==> src/rtl/brick_field_sequencer_pkg.sv <==
// Shared types and brick-field geometry for the sequencer and the collision logic.
package brick_field_sequencer_pkg;
  localparam int COORD_W = 10;

  localparam int DEF_ROWS      = 4;
  localparam int DEF_COLS      = 8;
  localparam int DEF_GO_CYCLES = 2;

  localparam logic [COORD_W-1:0] DEF_X0      = 10'd8;
  localparam logic [COORD_W-1:0] DEF_Y0      = 10'd16;
  localparam logic [COORD_W-1:0] DEF_BRICK_W = 10'd16;
  localparam logic [COORD_W-1:0] DEF_BRICK_H = 10'd6;
  localparam logic [COORD_W-1:0] DEF_GAP     = 10'd2;

  typedef enum logic [2:0] {
    S_IDLE,
    S_CHECK,
    S_GO_HI,
    S_WAIT_START,
    S_WAIT_END,
    S_ADVANCE,
    S_DONE
  } state_t;
endpackage

==> src/rtl/brick_field_sequencer_if.sv <==
// Game-logic and rectangle-drawer side signals of the brick field sequencer.
interface brick_field_sequencer_if
  import brick_field_sequencer_pkg::*;
#(
  parameter int ROWS = DEF_ROWS,
  parameter int COLS = DEF_COLS
);
  logic                 start;
  logic [ROWS*COLS-1:0] brick_alive;
  logic                 drw_wren;
  logic                 go;
  logic [COORD_W-1:0]   x_out;
  logic [COORD_W-1:0]   y_out;
  logic [COORD_W-1:0]   width;
  logic [COORD_W-1:0]   height;
  logic                 busy;
  logic                 done;

  modport master (
    input  start, brick_alive, drw_wren,
    output go, x_out, y_out, width, height, busy, done
  );

  modport slave (
    output start, brick_alive, drw_wren,
    input  go, x_out, y_out, width, height, busy, done
  );
endinterface

==> src/rtl/brick_field_sequencer_draw_done.sv <==
// Detects the end of one drawn rectangle: two consecutive wren-low cycles after any high.
module brick_draw_done_detect
  import brick_field_sequencer_pkg::*;
(
  input  logic clk,
  input  logic resetn,
  input  logic arm,
  input  logic drw_wren,
  output logic rect_done
);
  logic seen_high;
  // One bit is enough: the second low cycle is flagged combinationally.
  logic low_once;

  always_ff @(posedge clk) begin
    if (!resetn || !arm) begin
      seen_high <= 1'b0;
      low_once  <= 1'b0;
    end else if (drw_wren) begin
      seen_high <= 1'b1;
      low_once  <= 1'b0;
    end else if (seen_high) begin
      low_once  <= 1'b1;
    end
  end

  assign rect_done = arm & seen_high & ~drw_wren & low_once;
endmodule

==> src/rtl/brick_field_sequencer.sv <==
// Walks the brick-alive bitmap row-major and hands each live brick to the rectangle drawer.
module brick_field_sequencer
  import brick_field_sequencer_pkg::*;
#(
  parameter int                 ROWS      = DEF_ROWS,
  parameter int                 COLS      = DEF_COLS,
  parameter logic [COORD_W-1:0] X0        = DEF_X0,
  parameter logic [COORD_W-1:0] Y0        = DEF_Y0,
  parameter logic [COORD_W-1:0] BRICK_W   = DEF_BRICK_W,
  parameter logic [COORD_W-1:0] BRICK_H   = DEF_BRICK_H,
  parameter logic [COORD_W-1:0] GAP       = DEF_GAP,
  parameter int                 GO_CYCLES = DEF_GO_CYCLES
) (
  input logic                     clk,
  input logic                     resetn,
  brick_field_sequencer_if.master bus
);
  localparam int NB    = ROWS * COLS;
  localparam int IDX_W = (NB > 1) ? $clog2(NB) : 1;
  localparam int COL_W = (COLS > 1) ? $clog2(COLS) : 1;
  localparam int GC_W  = (GO_CYCLES > 1) ? $clog2(GO_CYCLES) : 1;

  localparam logic [IDX_W-1:0]   LAST_IDX = IDX_W'(NB - 1);
  localparam logic [COL_W-1:0]   COL_LAST = COL_W'(COLS - 1);
  localparam logic [GC_W-1:0]    GC_LAST  = GC_W'(GO_CYCLES - 1);
  localparam logic [COORD_W-1:0] COL_STEP = BRICK_W + GAP;
  localparam logic [COORD_W-1:0] ROW_STEP = BRICK_H + GAP;

  state_t             state;
  logic [IDX_W-1:0]   idx;
  logic [COL_W-1:0]   col;
  logic [GC_W-1:0]    go_cnt;
  logic [COORD_W-1:0] x_q, y_q;
  logic               go_q, busy_q, done_q;
  logic               rect_done;

  brick_draw_done_detect u_done_detect (
    .clk       (clk),
    .resetn    (resetn),
    .arm       ((state == S_WAIT_START) || (state == S_WAIT_END)),
    .drw_wren  (bus.drw_wren),
    .rect_done (rect_done)
  );

  // Coordinates only move in IDLE and ADVANCE, so they hold for the whole draw.
  always_ff @(posedge clk) begin
    if (!resetn) begin
      state  <= S_IDLE;
      idx    <= '0;
      col    <= '0;
      go_cnt <= '0;
      x_q    <= X0;
      y_q    <= Y0;
      go_q   <= 1'b0;
      busy_q <= 1'b0;
      done_q <= 1'b0;
    end else begin
      case (state)
        S_IDLE: begin
          done_q <= 1'b0;
          if (bus.start) begin
            state  <= S_CHECK;
            idx    <= '0;
            col    <= '0;
            x_q    <= X0;
            y_q    <= Y0;
            busy_q <= 1'b1;
          end
        end
        S_CHECK: begin
          if (bus.brick_alive[idx]) begin
            state  <= S_GO_HI;
            go_q   <= 1'b1;
            go_cnt <= '0;
          end else begin
            state  <= S_ADVANCE;
          end
        end
        S_GO_HI: begin
          if (go_cnt == GC_LAST) begin
            go_q  <= 1'b0;
            state <= S_WAIT_START;
          end else begin
            go_cnt <= go_cnt + 1'b1;
          end
        end
        S_WAIT_START: if (bus.drw_wren) state <= S_WAIT_END;
        S_WAIT_END:   if (rect_done)    state <= S_ADVANCE;
        S_ADVANCE: begin
          if (col == COL_LAST) begin
            col <= '0;
            x_q <= X0;
            y_q <= y_q + ROW_STEP;
          end else begin
            col <= col + 1'b1;
            x_q <= x_q + COL_STEP;
          end
          idx <= idx + 1'b1;
          if (idx == LAST_IDX) begin
            state  <= S_DONE;
            done_q <= 1'b1;
            busy_q <= 1'b0;
          end else begin
            state  <= S_CHECK;
          end
        end
        S_DONE: begin
          done_q <= 1'b0;
          state  <= S_IDLE;
        end
        default: state <= S_IDLE;
      endcase
    end
  end

  assign bus.go     = go_q;
  assign bus.busy   = busy_q;
  assign bus.done   = done_q;
  assign bus.x_out  = x_q;
  assign bus.y_out  = y_q;
  assign bus.width  = BRICK_W;
  assign bus.height = BRICK_H;
endmodule

==> src/flat_wrapper.sv <==
// flat-port wrapper written by rule: the top's interface ports become plain ports
module brick_field_sequencer_flat import brick_field_sequencer_pkg::*;
#(
  parameter int                 ROWS      = DEF_ROWS,
  parameter int                 COLS      = DEF_COLS,
  parameter logic [COORD_W-1:0] X0        = DEF_X0,
  parameter logic [COORD_W-1:0] Y0        = DEF_Y0,
  parameter logic [COORD_W-1:0] BRICK_W   = DEF_BRICK_W,
  parameter logic [COORD_W-1:0] BRICK_H   = DEF_BRICK_H,
  parameter logic [COORD_W-1:0] GAP       = DEF_GAP,
  parameter int                 GO_CYCLES = DEF_GO_CYCLES
)
  (clk, resetn, bus_start, bus_brick_alive, bus_drw_wren, bus_go, bus_x_out, bus_y_out, bus_width, bus_height, bus_busy, bus_done);
  brick_field_sequencer_if #(.ROWS(ROWS), .COLS(COLS)) bus_i ();
  input logic clk;
  input logic resetn;
  input wire logic [$bits(bus_i.start)-1:0] bus_start;
  input wire logic [$bits(bus_i.brick_alive)-1:0] bus_brick_alive;
  input wire logic [$bits(bus_i.drw_wren)-1:0] bus_drw_wren;
  output wire logic [$bits(bus_i.go)-1:0] bus_go;
  output wire logic [$bits(bus_i.x_out)-1:0] bus_x_out;
  output wire logic [$bits(bus_i.y_out)-1:0] bus_y_out;
  output wire logic [$bits(bus_i.width)-1:0] bus_width;
  output wire logic [$bits(bus_i.height)-1:0] bus_height;
  output wire logic [$bits(bus_i.busy)-1:0] bus_busy;
  output wire logic [$bits(bus_i.done)-1:0] bus_done;
  assign bus_i.start = bus_start;
  assign bus_i.brick_alive = bus_brick_alive;
  assign bus_i.drw_wren = bus_drw_wren;
  assign bus_go = bus_i.go;
  assign bus_x_out = bus_i.x_out;
  assign bus_y_out = bus_i.y_out;
  assign bus_width = bus_i.width;
  assign bus_height = bus_i.height;
  assign bus_busy = bus_i.busy;
  assign bus_done = bus_i.done;
  brick_field_sequencer #(.ROWS(ROWS), .COLS(COLS), .X0(X0), .Y0(Y0), .BRICK_W(BRICK_W), .BRICK_H(BRICK_H), .GAP(GAP), .GO_CYCLES(GO_CYCLES)) u_core (.clk(clk), .resetn(resetn), .bus(bus_i));
endmodule
==> config.mk <==
export PLATFORM = sky130hd
export DESIGN_NAME = brick_field_sequencer_flat
export DESIGN_NICKNAME = d
export VERILOG_FILES = /design/src/rtl/brick_field_sequencer_pkg.sv /design/src/rtl/brick_field_sequencer_if.sv /design/src/rtl/brick_field_sequencer_draw_done.sv /design/src/rtl/brick_field_sequencer.sv /design/src/flat_wrapper.sv
export SDC_FILE = /design/constraint.sdc
export NUM_CORES = 1
export LEC_CHECK = 0
export BUFFER_PORTS_ARGS = -buffer_cell sky130_fd_sc_hd__buf_4
export CAP_MARGIN = 30
export CORE_ASPECT_RATIO = 1.1
export CORE_UTILIZATION = 46
export CTS_BUF_LIST = sky130_fd_sc_hd__clkbuf_4
export CTS_CLUSTER_DIAMETER = 30
export DETAILED_ROUTE_END_ITERATION = 6
export GPL_TIMING_DRIVEN = 0
export PLACE_DENSITY = 0.82
export SLEW_MARGIN = 15
export SYNTH_ARGS = -nofsm -noshare
export SYNTH_HDL_FRONTEND = slang
export SYNTH_HIERARCHICAL = 1
export SYNTH_SLANG_ARGS = --single-unit
==> constraint.sdc <==
create_clock -name clk -period 1.8 [get_ports clk]
set_input_delay 0.18 -clock clk [delete_from_list [all_inputs] [get_ports clk]]
set_output_delay 0.18 -clock clk [all_outputs]
set_load 0.01 [all_outputs]
; Word-level counts from Yosys, hierarchy flattened
; Index checks and enable logic that the tools add are counted.
[classes]
add_sub_neg = 5
n_mul = 0
n_div = 0
order_cmp = 1
eq_ne = 15
n_shift = 0
muxes = 31
bitwise = 4
n_reduce_logical = 17
[ops]
columns = op, count
row1 = 10-bit two-way mux, 4
row2 = 10-bit case mux with 2 select lines, 2
row3 = 3-bit two-way mux, 8
row4 = 3-bit case mux with 6 select lines, 1
row5 = 3-bit equality test (second input constant), 4
row6 = 10-bit by 4-bit adder with 10-bit output (second input constant), 1
row7 = 10-bit by 5-bit adder with 10-bit output (second input constant), 1
row8 = 2-bit by 1-bit inequality test with 1-bit output (second input constant), 5
row9 = 5-bit case mux with 2 select lines, 1
row10 = 3-bit AND reduction, 3
row11 = 1-bit two-way mux, 8
row12 = 1-bit case mux with 2 select lines, 4
row13 = 3-bit by 2-bit equality test with 1-bit output (second input constant), 2
row14 = 5-bit by 6-bit less-than comparator with 1-bit output (second input constant), 1
row15 = 3-bit case mux with 2 select lines, 1
row16 = 2-bit AND reduction, 3
row17 = 2-bit nonzero test, 3
row18 = 5-bit by 1-bit adder with 5-bit output (second input constant), 1
row19 = 1-bit binary-select mux with 5-bit select, 1
row20 = 5-bit equality test (second input constant), 1
row21 = 5-bit two-way mux, 1
row22 = 2-bit inequality test (second input constant), 2
row23 = 4-bit AND reduction, 1
row24 = 2-bit OR reduction, 2
row25 = other kinds (8), 12
[word_totals]
register_bits = 37
latchBits = 0
mem_bits_rw = 0
rom_bits = 0
input_bits = 36
output_inout_bits = 43
wordCells = 84
mem_count = 0

; Logic depth before layout (Yosys ltp)
; Gate-level depths: netlist of run 1.
[logic_depth]
ltp_word = 7
mapped_depth = 8
depth_no_buf = 7

; Cells and area by module
; Netlist of run 1, hierarchy kept.
[modules_own_cells]
columns = mod, n_inst, cells_each, area_each_um2
row1 = brick_field_sequencer, 1, 254, 2113.3
row2 = brick_draw_done_detect, 1, 6, 77.6

; Worst setup path before layout of run 1
; No wires, ideal clock.
[synth_timing]
path_kind = reg-to-reg
startpoint = reg u_core.col[0]
endpoint = reg u_core.y_q[9], in the netlist u_core/bus.y_out[9]
setup_ps = 121
arrival_ps = 1841
path_slack_ps = -163
path_stages_with_launch = 8
cell_sequence = dfxtp_1 ha_1 ha_1 and4bb_2 a211oi_4 and4_4 nand3_2 mux2_4
[synth_via]
elab_chain_len = 3
[synth_rtl]
columns = element, line
row1 = "start, declared", brick_field_sequencer.sv:31  ; logic [COL_W-1:0] col;
row2 = "start signal, assigned", brick_field_sequencer.sv:95  ; col <= col + 1'b1;
row3 = 3-bit equality test, brick_field_sequencer.sv:90  ; if (col == COL_LAST) begin
row4 = 2-bit by 1-bit inequality test with 1-bit output (no line), -
row5 = 3-bit AND reduction (no line), -
row6 = "end signal, assigned", brick_field_sequencer.sv:93  ; y_q <= y_q + ROW_STEP;
row7 = "end, declared", brick_field_sequencer.sv:33  ; logic [COORD_W-1:0] x_q, y_q;
; Every way passes these cells.
; A chain may end at the register's enable or synchronous reset.

; Final worst setup path of run 1
[layout_timing]
startpoint = reg u_core.state[2]
endpoint = reg u_core.y_q[9], in the netlist u_core/bus.y_out[9]
[layout_via]
elab_chain_len = 3
word_cells_on_any_way = 7
[layout_rtl]
columns = element, line
row1 = "start, declared", brick_field_sequencer.sv:29  ; state_t state;
row2 = "start signal, assigned", brick_field_sequencer.sv:48  ; state <= S_IDLE;
row3 = "start signal, assigned", brick_field_sequencer.sv:62  ; state <= S_CHECK;
row4 = "start signal, assigned", brick_field_sequencer.sv:72  ; state <= S_GO_HI;
row5 = 3-bit equality test or 3-bit logical NOT (tied branches), brick_field_sequencer.sv:58  ; case (state)
row6 = "2-bit by 1-bit inequality test with 1-bit output (no line), or another cell as far along", -
row7 = 3-bit AND reduction (no line), -
; Parallel ways exist; a longest one is shown, timed or not.

==> impl_metrics.py, run 1 <==
metrics = {
    "outcome": {
        "run_status": "finished, violations left",
        "violations": "setup timing",
    },
    "synthesis": {
        "async_flop_share_pct": 0,
        "yosys-top-cells-count": "dfxtp_1, buf_4, nor2_1, mux2i_1, nor2b_1",
        "ys_seq_area_share_pct": 30.2,
        "synth-seq-cells": 33,
        "synthTopCellsByArea": "dfxtp_1, buf_4, mux2i_1",
        "synthCells": 260,
        "synth_edf_count": 0,
        "syn_area_um2": 2190,
        "synth.top_cell.area_share_pct": 30.2,
        "yosys_warnings": 6,
        "syn_avg_cell_area_um2": 8.43,
        "yosysUniqueCellTypes": 48,
        "synth.most_common_cell": "dfxtp_1",
        "post-synth-top-area-cell": "dfxtp_1",
        "synth_ff_type": "dfxtp_1",
    },
    "power": {
        "power_density_nw_per_um2": 553,
        "p_leak_nw": 1.32,
        "ir_drop_uv": 226,
    },
    "worst_setup_path": {
        "critPathArrivalTime_ns": 2.04,
        "crit_buf_inv": 0,
        "crit_family": "simple AND/OR/NAND/NOR gates",
        "cpMaxStageDelayCell": "or3b_4",
        "crit_chain": "or3b_4 -> a211oi_4 -> and4_4 -> nand3_2 -> mux2_4",
        "max_stage_delay_ns": 0.43,
        "critPathLaunchType": "flip-flop",
        "path_class": "flip-flop to flip-flop",
        "path_max_fanout": 5,
        "end_kind": "flip-flop",
        "crit_required_ns": 2.03,
    },
    "drt": {
        "wl_per_cell_um": 12.2,
        "drt_first_pass_iters": 4,
        "wl_um": 4990,
        "drtIter0Drc": 83,
        "remaining_drc_errors": 0,
        "viasPerCell": 5.24,
        "via_count": 2131,
        "ant_nets": 0,
    },
    "placement": {
        "port_buffers": 54,
        "gp_congestion": 0.807,
        "dp_hpwl_um": 3620,
        "place_inst": 390,
        "placement.cell_area_um2": 2750,
    },
    "sta": {
        "finalSetupViolations": 2,
        "drv_slew": 0,
        "hold_slack_ns": 0.124,
        "layout_setup_ws_ns": -0.0144,
        "max_freq_ghz": 0.551,
        "finalHoldViolCount": 0,
        "period_needed_ns": 1.81,
        "finalCritPeriodShare_pct": 101,
        "skew_ns": 0.00906,
        "grt_setup_unrepaired": "true",
    },
    "global_route": {
        "grt_util_all_layers_pct": 19.2,
        "grt_first_pass_wirelength_um": 7450,
        "overflow": 0,
        "grt_pass1_vias": 1811,
        "antenna_found_initial": 0,
        "grt_max_degree": 11,
    },
    "cells_and_area": {
        "multi_input_area_um2": 1400,
        "area_growth_pct": 34.6,
        "stdcell_count": 407,
        "drive_gt1_share_pct": 36.0,
        "final_area_um2": 2950,
        "seqCellArea_um2": 668,
        "final_nets": 396,
        "num-fill-cells": 386,
        "diodes": 0,
    },
    "clock_network": {
        "cts-root-buf": "clkbuf_4",
        "cts_tree": "done",
        "cts_sinks": 33,
        "clk_path_buf_depth": 2,
        "cts_inserted_buffers": 5,
        "clkTransAtPathRegs_ns": 0.09,
        "cts_hold_buf": 0,
        "clock_latency_ns": 0.33,
        "cts_htree_levels": 2,
    },
    "die": {
        "die-area_um2": 5040,
        "die_w_um": 67.8,
        "core_um2": 4440,
        "start_util_pct": 49.3,
        "die_h_um": 74.4,
        "std_cell_rows": 25,
        "io_pins": 79,
    },
    "min_path": {
        "hold_class": "input pin to flip-flop",
    },
    "job": {
        "cap_violations": 0,
    },
}
[through the flow]
stage | worst slack [ns] | power (mW) | utilization [%] | TNS [ns]
after floorplan | -0.105 | 1.08 | - | -0.105
after global placement | -0.205 | 1.22 | 61.8 | -0.838
after detailed placement | -0.239 | 1.22 | 61.8 | -1.16
after CTS | -0.0704 | 1.63 | 63.7 | -0.0835
after global routing | -0.0599 | 1.72 | 66.4 | -0.175
final | -0.0144 | 1.63 | 66.4 | -0.0157
[kinds of logic after synthesis]
| kind of cell | Yosys count | share of synthesized area (%) |
|---|---|---|
| AND/OR/NAND/NOR | 95 | 24.5 |
| AO/OA/AOI/OAI | 60 | 19.3 |
| buffers and inverters | 41 | 11.7 |
| flip-flops | 33 | 30.2 |
| multiplexers | 17 | 8.00 |
| adder cells (fa/ha/maj) | 7 | 4.00 |
| XOR/XNOR | 5 | 2.00 |
| other | 2 | 0.343 |
[per-layer routing]
| layer | GRT usage [%] | up-vias | share of wire, % |
|---|---|---|---|
| met5 | 0 | - | 0 |
| met4 | 6.94 | 0 | 2.2 |
| met3 | 3.99 | 12 | 6.7 |
| met2 | 34.1 | 82 | 49 |
| met1 | 22.4 | 974 | 42 |
| li1 | - | 1063 | - |
[final cells by class]
cell class	count	share of cell area, %
buffer	37	8.87
clock buffer	6	1.53
clock inverter	1	0.127
inverter	3	0.382
multi-input combinational	208	47.6
sequential	33	22.7
tap	54	2.29
timing repair buffer	65	16.5
[layout by cell type (no fill, tap or decap), types with 3 or more instances in the layout]
master and instances:
a31oi_1 4, nor2_1 20, mux2i_1 16, nand3_1 15, nand2_1 14, clkbuf_1 4
dfxtp_2 3, nand2b_1 7, buf_6 3, a21boi_0 5, inv_1 3, clkbuf_2 4
conb_1 24, a21o_1 3, a22oi_1 11, and3_1 5, ha_1 5, nand3b_1 3
xor2_1 3, nor2b_1 15, buf_4 90, o221a_2 3, o21ai_0 10, clkbuf_4 6
a21oi_1 10, dfxtp_1 29
[worst paths after layout]
check,from,to,slack [ns],cells past startpoint
max reg2reg,u_core/state[2]$_SDFFE_PN0P_,u_core/bus.y_out[9]$_SDFFE_PN0P_,-0.01,5
min reg2reg,u_core/bus.go$_SDFFE_PN0P_,u_core/bus.go$_SDFFE_PN0P_,0.50,2
max,u_core/state[2]$_SDFFE_PN0P_,u_core/bus.y_out[9]$_SDFFE_PN0P_,-0.01,5
min,bus_drw_wren,u_core/u_done_detect/seen_high$_SDFFE_PP0P_,0.12,2
[repair_timing]
action | 4_1_cts | 5_1_grt
setup buffers | 1 | 10
endpoints found under the setup margin | 14 | 18
resized for setup | 12 | 18
pin swaps | 2 | 4
[flip-flops by register name (all words and copies together) (netlist names)]
register and cells:
u_core/bus.x_out 9, u_core/bus.y_out 7, u_core/idx 5, u_core/col 3
u_core/state 3, u_core/bus.busy 1, u_core/bus.done 1, u_core/bus.go 1
u_core/go_cnt 1, u_core/u_done_detect/low_once 1, u_core/u_done_detect/seen_high 1
[power by group]
| part | switching (mW) | total (mW) | internal [mW] |
|---|---|---|---|
| Clock | 0.235 | 0.392 | 0.157 |
| Combinational | 0.221 | 0.454 | 0.233 |
| Sequential | 0.0275 | 0.786 | 0.759 |
| Total | 0.484 | 1.63 | 1.15 |
No activity file was read; power rests on OpenSTA's default activity.
==> inputs of run 2 (changes only) <==
CELL_PAD_IN_SITES_DETAIL_PLACEMENT = 1   (was not set)
CELL_PAD_IN_SITES_GLOBAL_PLACEMENT = 1   (was not set)
CORE_UTILIZATION = 33   (was 46)
clock period = 1.6 ns   (was 1.8 ns; I/O delays follow)
==> run 2 against run 1 <==
  * The run still ends with setup timing left
  * Non-clock buffer count is 7 higher
  * Clock-buffer cell count is the same
  * Critical path type unchanged
  * Sequential power is 13% higher
  * Final area increased by 12%
==> impl_metrics.py, run 2 (synthesized netlist as in run 1, its figures left out) <==
metrics = {
    "cells_and_area": {
        "diodes": 0,
        "drive_gt1_share_pct": 46.3,
        "area_growth_pct": 50.8,
        "utilization_pct": 52.4,
        "layout_common_cells": "buf_4, dfxtp_1, conb_1, nor2_1",
        "final_nets": 404,
        "stdcell_count": 441,
        "layout_commonest_cell": "buf_4",
        "largest_register_ffs": 9,
    },
    "power": {
        "power_density_nw_per_um2": 621,
        "power_frac_comb_pct": 33.6,
        "p_clk_share_pct": 23.1,
        "swShare_pct": 32.0,
        "internal-power_mw": 1.39,
        "ir_drop_uv": 304,
        "p_sw_uw": 657,
        "pwr-share-seq_pct": 43.3,
        "p_leak_nw": 1.42,
    },
    "worst_setup_path": {
        "r2r_cells": 5,
        "end_kind": "flip-flop",
        "crit_required_ns": 1.85,
        "path_class": "flip-flop to flip-flop",
        "critPathArrivalTime_ns": 2.10,
        "path_max_fanout": 4,
        "critPathLaunchType": "flip-flop",
    },
    "outcome": {
        "violations": "setup timing",
        "run_status": "finished, violations left",
    },
    "die": {
        "die_w_um": 79.7,
        "die_h_um": 87.5,
        "std_cell_rows": 30,
        "core_um2": 6310,
        "start_util_pct": 34.7,
        "die-area_um2": 6970,
        "io_pins": 79,
    },
    "drt": {
        "wl_per_cell_um": 15.4,
        "drt_first_pass_iters": 4,
        "wl_um": 6780,
        "ant_nets": 0,
        "via_count": 2249,
        "viasPerCell": 5.10,
        "remaining_drc_errors": 0,
        "drtIter0Drc": 74,
    },
    "clock_network": {
        "clock_latency_ns": 0.35,
        "clkTransAtPathRegs_ns": 0.11,
        "cts_inserted_buffers": 5,
        "cts_tree": "done",
        "clk_path_buf_depth": 2,
        "cts-root-buf": "clkbuf_4",
        "cts_hold_buf": 0,
        "cts_htree_levels": 2,
        "cts_sinks": 33,
    },
    "sta": {
        "layout_setup_ws_ns": -0.253,
        "setup-tns-final_ns": -2.74,
        "finalHoldViolCount": 0,
        "tightestPinTransition_ns": 0.526,
        "hold_slack_ns": 0.0856,
        "finalSetupViolations": 19,
        "grt_setup_unrepaired": "true",
        "period_needed_ns": 1.85,
        "max_freq_ghz": 0.540,
        "finalCritPeriodShare_pct": 116,
        "skew_ns": 0.0114,
        "drv_slew": 0,
        "max_slew_margin_pct": 64.9,
    },
    "placement": {
        "dp_hpwl_um": 4350,
        "place_inst": 416,
        "port_buffers": 54,
        "post-place-ws_ns": -0.513,
        "gp_congestion": 0.797,
    },
    "job": {
        "cap_violations": 0,
    },
    "global_route": {
        "grt_first_pass_wirelength_um": 9620,
        "grt_pass1_vias": 2047,
        "grt_max_degree": 11,
        "overflow": 0,
        "antenna_found_initial": 0,
        "grt_util_all_layers_pct": 17.9,
    },
    "min_path": {
        "hold_class": "input pin to flip-flop",
        "min_path_cells": 2,
    },
}
## run 2: cell count changes in the layout (fill, tap and decap cells not counted), sizes merged
cell / before / now
a21o: 3 / 4
clkbuf: 14 / 12
buf: 94 / 103
## run 2: stage by stage
step	power, mW	cell area (µm²)
6_report	2.05	3300
5_1_grt	2.16	3300
4_1_cts	1.92	3070
3_5_place_dp	1.40	2790
3_3_place_gp	1.38	2790
2_1_floorplan	1.22	2280
## run 2: layer usage
metal / GRT usage [%] / up-vias / part of all wire [%]
met1: 20.1 / 1052 / 39
li1: - / 1082 / -
met5: 0 / - / 0
met4: 6.61 / 0 / 3.1
met2: 33.2 / 97 / 52
met3: 3.46 / 18 / 5.4
## run 2: path summary, 6_finish.rpt
check	from	to	slack [ns]
min reg2reg	u_core/bus.busy$_SDFFE_PN0P_	u_core/bus.busy$_SDFFE_PN0P_	0.52
min	bus_drw_wren	u_core/u_done_detect/seen_high$_SDFFE_PP0P_	0.09
max reg2reg	u_core/state[2]$_SDFFE_PN0P_	u_core/bus.y_out[9]$_SDFFE_PN0P_	-0.25
max	u_core/state[2]$_SDFFE_PN0P_	u_core/bus.y_out[9]$_SDFFE_PN0P_	-0.25
## run 2: critical path: stages (launching register included)
cell,delay [ns]
dfxtp_4,0.37
or3b_4,0.43
a211oi_4,0.29
and4_4,0.27
nand3_2,0.09
mux2_4,0.31
## run 2: area by class of cell
cell class / count / area, µm²
fill: 779 / 3000
multi-input combinational: 209 / 1560
sequential: 33 / 678
timing repair buffer: 75 / 612
buffer: 34 / 292
tap: 80 / 100
clock buffer: 6 / 45.0
inverter: 3 / 11.3
clock inverter: 1 / 3.75
## run 2: power by group through the flow
stage	combinational [mW]	sequential (mW)	clock, mW
global placement	0.483	0.897	0
finish	0.688	0.889	0.474
floorplan	0.322	0.900	0
detailed placement	0.497	0.899	0
global route	0.741	0.893	0.531
CTS	0.554	0.884	0.480
## run 2: timing repair
action                     CTS  global route
resized for setup           43            47
pin swaps                    7            17
setup endpoints to repair   29            28
buffers inserted            10            10
hold endpoints to repair     0             0
cloned                       0             2
==> inputs of run 3 (changes only) <==
ABC_AREA = 1   (was not set)
CORE_UTILIZATION = 31   (was 33)
SYNTH_HIERARCHICAL = not set   (was 1)
==> run 3 against run 2 <==
  * The run now ends clean
  * Hold slack improved by 0.015 ns
  * First-iteration DRC count fell by 12%
  * Die area is 3.9% higher
  * Clock skew shrank 0.0063 ns
  * Sequential share of layout area rose by 1.1 points
  * Combinational power rose by 130%
  * Via count grew 4.4%
  * Synthesized area is 2.3% lower
  * Highest routed layer unchanged
==> impl_metrics.py, run 3 <==
metrics = {
    "placement": {
        "dp_hpwl_um": 4500,
        "port_buffers": 54,
        "gp_congestion": 0.825,
        "placement.cell_area_um2": 2730,
    },
    "drt": {
        "drt_first_pass_iters": 4,
        "ant_nets": 0,
        "wl_per_cell_um": 12.9,
        "drtIter0Drc": 65,
        "wl_um": 6460,
        "via_count": 2348,
        "remaining_drc_errors": 0,
        "viasPerCell": 4.69,
    },
    "clock_network": {
        "clkTransAtPathRegs_ns": 0.10,
        "cts_tree": "done",
        "cts-root-buf": "clkbuf_4",
        "cts_htree_levels": 2,
        "clock_latency_ns": 0.34,
        "cts_inserted_buffers": 5,
        "clk_path_buf_depth": 2,
        "cts_hold_buf": 0,
        "cts_sinks": 33,
    },
    "sta": {
        "period_needed_ns": 1.58,
        "tightestPinTransition_ns": 0.624,
        "skew_ns": 0.00506,
        "finalCritPeriodShare_pct": 98.7,
        "finalSetupViolations": 0,
        "hold_slack_ns": 0.101,
        "drv_slew": 0,
        "max_slew_margin_pct": 58.4,
        "max_freq_ghz": 0.633,
        "grt_setup_unrepaired": "true",
        "finalHoldViolCount": 0,
    },
    "synthesis": {
        "syn_area_um2": 2140,
        "post-synth-top-area-cell": "dfxtp_1",
        "synth.most_common_cell": "nand2_1",
        "ys_seq_area_share_pct": 30.9,
        "synth-seq-cells": 33,
        "yosys_warnings": 0,
        "synthCells": 322,
        "yosys-top-cells-count": "nand2_1, nand3_1, dfxtp_1, a21oi_1",
        "async_flop_share_pct": 0,
        "synth.top_cell.area_share_pct": 30.9,
        "synth_edf_count": 0,
        "synthTopCellsByArea": "dfxtp_1, nand2_1, buf_4",
        "yosysUniqueCellTypes": 31,
        "syn_avg_cell_area_um2": 6.64,
        "synth_ff_type": "dfxtp_1",
    },
    "worst_setup_path": {
        "path_max_fanout": 7,
        "critPathArrivalTime_ns": 1.84,
        "r2r_cells": 13,
        "path_class": "flip-flop to flip-flop",
        "end_kind": "flip-flop",
        "crit_required_ns": 1.86,
        "critPathLaunchType": "flip-flop",
    },
    "outcome": {
        "run_status": "finished, final reports clean",
    },
    "die": {
        "die-area_um2": 7240,
        "core_um2": 6630,
        "start_util_pct": 32.3,
        "std_cell_rows": 31,
        "die_w_um": 81.2,
        "die_h_um": 89.1,
        "io_pins": 79,
    },
    "power": {
        "ir_drop_uv": 517,
        "power_density_nw_per_um2": 985,
        "p_leak_nw": 1.47,
    },
    "cells_and_area": {
        "layout_common_cells": "buf_4, nand2_1, a21oi_1",
        "drive_gt1_share_pct": 40.1,
        "num-fill-cells": 884,
        "utilization_pct": 47.2,
        "largest_register_ffs": 9,
        "layout_commonest_cell": "buf_4",
        "area_growth_pct": 46.4,
        "final_nets": 461,
        "diodes": 0,
        "final_area_um2": 3130,
    },
    "min_path": {
        "min_path_cells": 3,
        "hold_class": "input pin to flip-flop",
    },
    "global_route": {
        "grt_first_pass_wirelength_um": 9670,
        "grt_pass1_vias": 2218,
        "grt_max_degree": 18,
        "antenna_found_initial": 0,
        "overflow": 0,
        "grt_util_all_layers_pct": 17.2,
    },
    "job": {
        "cap_violations": 0,
    },
}
==> run 3: cell types whose count changed in the layout (fill, tap and decap cells not counted), sizes merged, moves of 5 or more <==
cell | previous run | this run
nor2b | 16 | 0
a21oi | 11 | 30
and3 | 5 | 0
inv | 3 | 30
a22oi | 11 | 1
nand2b | 7 | 0
buf | 103 | 98
nand2 | 14 | 93
a21boi | 5 | 0
nand3 | 16 | 37
mux2i | 16 | 0
==> run 3: cells by family (layout without fill, tap and decap cells) <==
kind of cell | count (synthesis) | in the layout | share of synthesized area [%]
AOI/OAI and AO/OA | 52 | 52 | 12.9
xor gates and xnor gates | 1 | 1 | 0.409
adders and majority gates | 7 | 7 | 4.09
buffers and inverters | 66 | 141 | 16.4
DFF | 33 | 33 | 30.9
other | 2 | 24 | 0.351
and+or+nand+nor | 161 | 161 | 35.0
==> run 3: critical path, cell delays in order (launching register included) <==
cell and delay (ns):
dfxtp_4 0.38, buf_8 0.13, buf_4 0.13, nand2_1 0.06, nand3_1 0.11, nand3_2 0.08, nand2_2 0.06, nand2_2 0.06
nand3_2 0.09, nand2_1 0.08, nand2_2 0.06, nand2_2 0.10, nand2_2 0.06, a21oi_2 0.12
==> run 3: timing repair <==
action,CTS,global route
buffers inserted,3,12
setup endpoints to repair,7,17
pin swaps,2,25
hold endpoints to repair,0,0
resized for setup,12,57
==> run 3: through the flow <==
step	power (mW)	TNS [ns]	setup slack (ns)	instances
after floorplan	1.86	0	0.153	344
after global placement	2.18	-0.566	-0.158	480
after detailed placement	2.24	-0.959	-0.232	480
after CTS	2.80	0	0.0000768	489
after global routing	3.30	-0.388	-0.109	501
final	3.08	0	0.0209	501
==> run 3: power by group <==
group | internal, mW | switching [mW]
Combinational | 0.707 | 0.886
Sequential | 0.932 | 0.113
Clock | 0.159 | 0.288
Total | 1.80 | 1.29
==> run 3: final cells by class <==
class,instances,area [µm²],area share [%]
multi-input combinational,245,1380,44.1
sequential,33,677,21.6
timing repair buffer,69,543,17.3
buffer,32,246,7.87
inverter,32,131,4.19
tap,82,103,3.28
clock buffer,5,37.5,1.20
clock inverter,3,12.5,0.400
==> run 3: final timing paths <==
check	start	to	slack, ns
max	u_core.idx[0]$_SDFFE_PN0P_	u_core.state[2]$_SDFFE_PN0P_	0.02
min	bus_drw_wren	u_core.u_done_detect.seen_high$_SDFFE_PP0P_	0.10
max reg2reg	u_core.idx[0]$_SDFFE_PN0P_	u_core.state[2]$_SDFFE_PN0P_	0.02
min reg2reg	u_core.col[0]$_SDFFE_PN0P_	u_core.col[0]$_SDFFE_PN0P_	0.44
==> run 3: layer usage <==
metal	track usage, %	routed length, µm	part of all wire (%)
met1	18.7	2640	41
met2	33.4	3490	54
met3	2.14	238	3.7
met4	6.33	91	1.4
met5	0	0	0
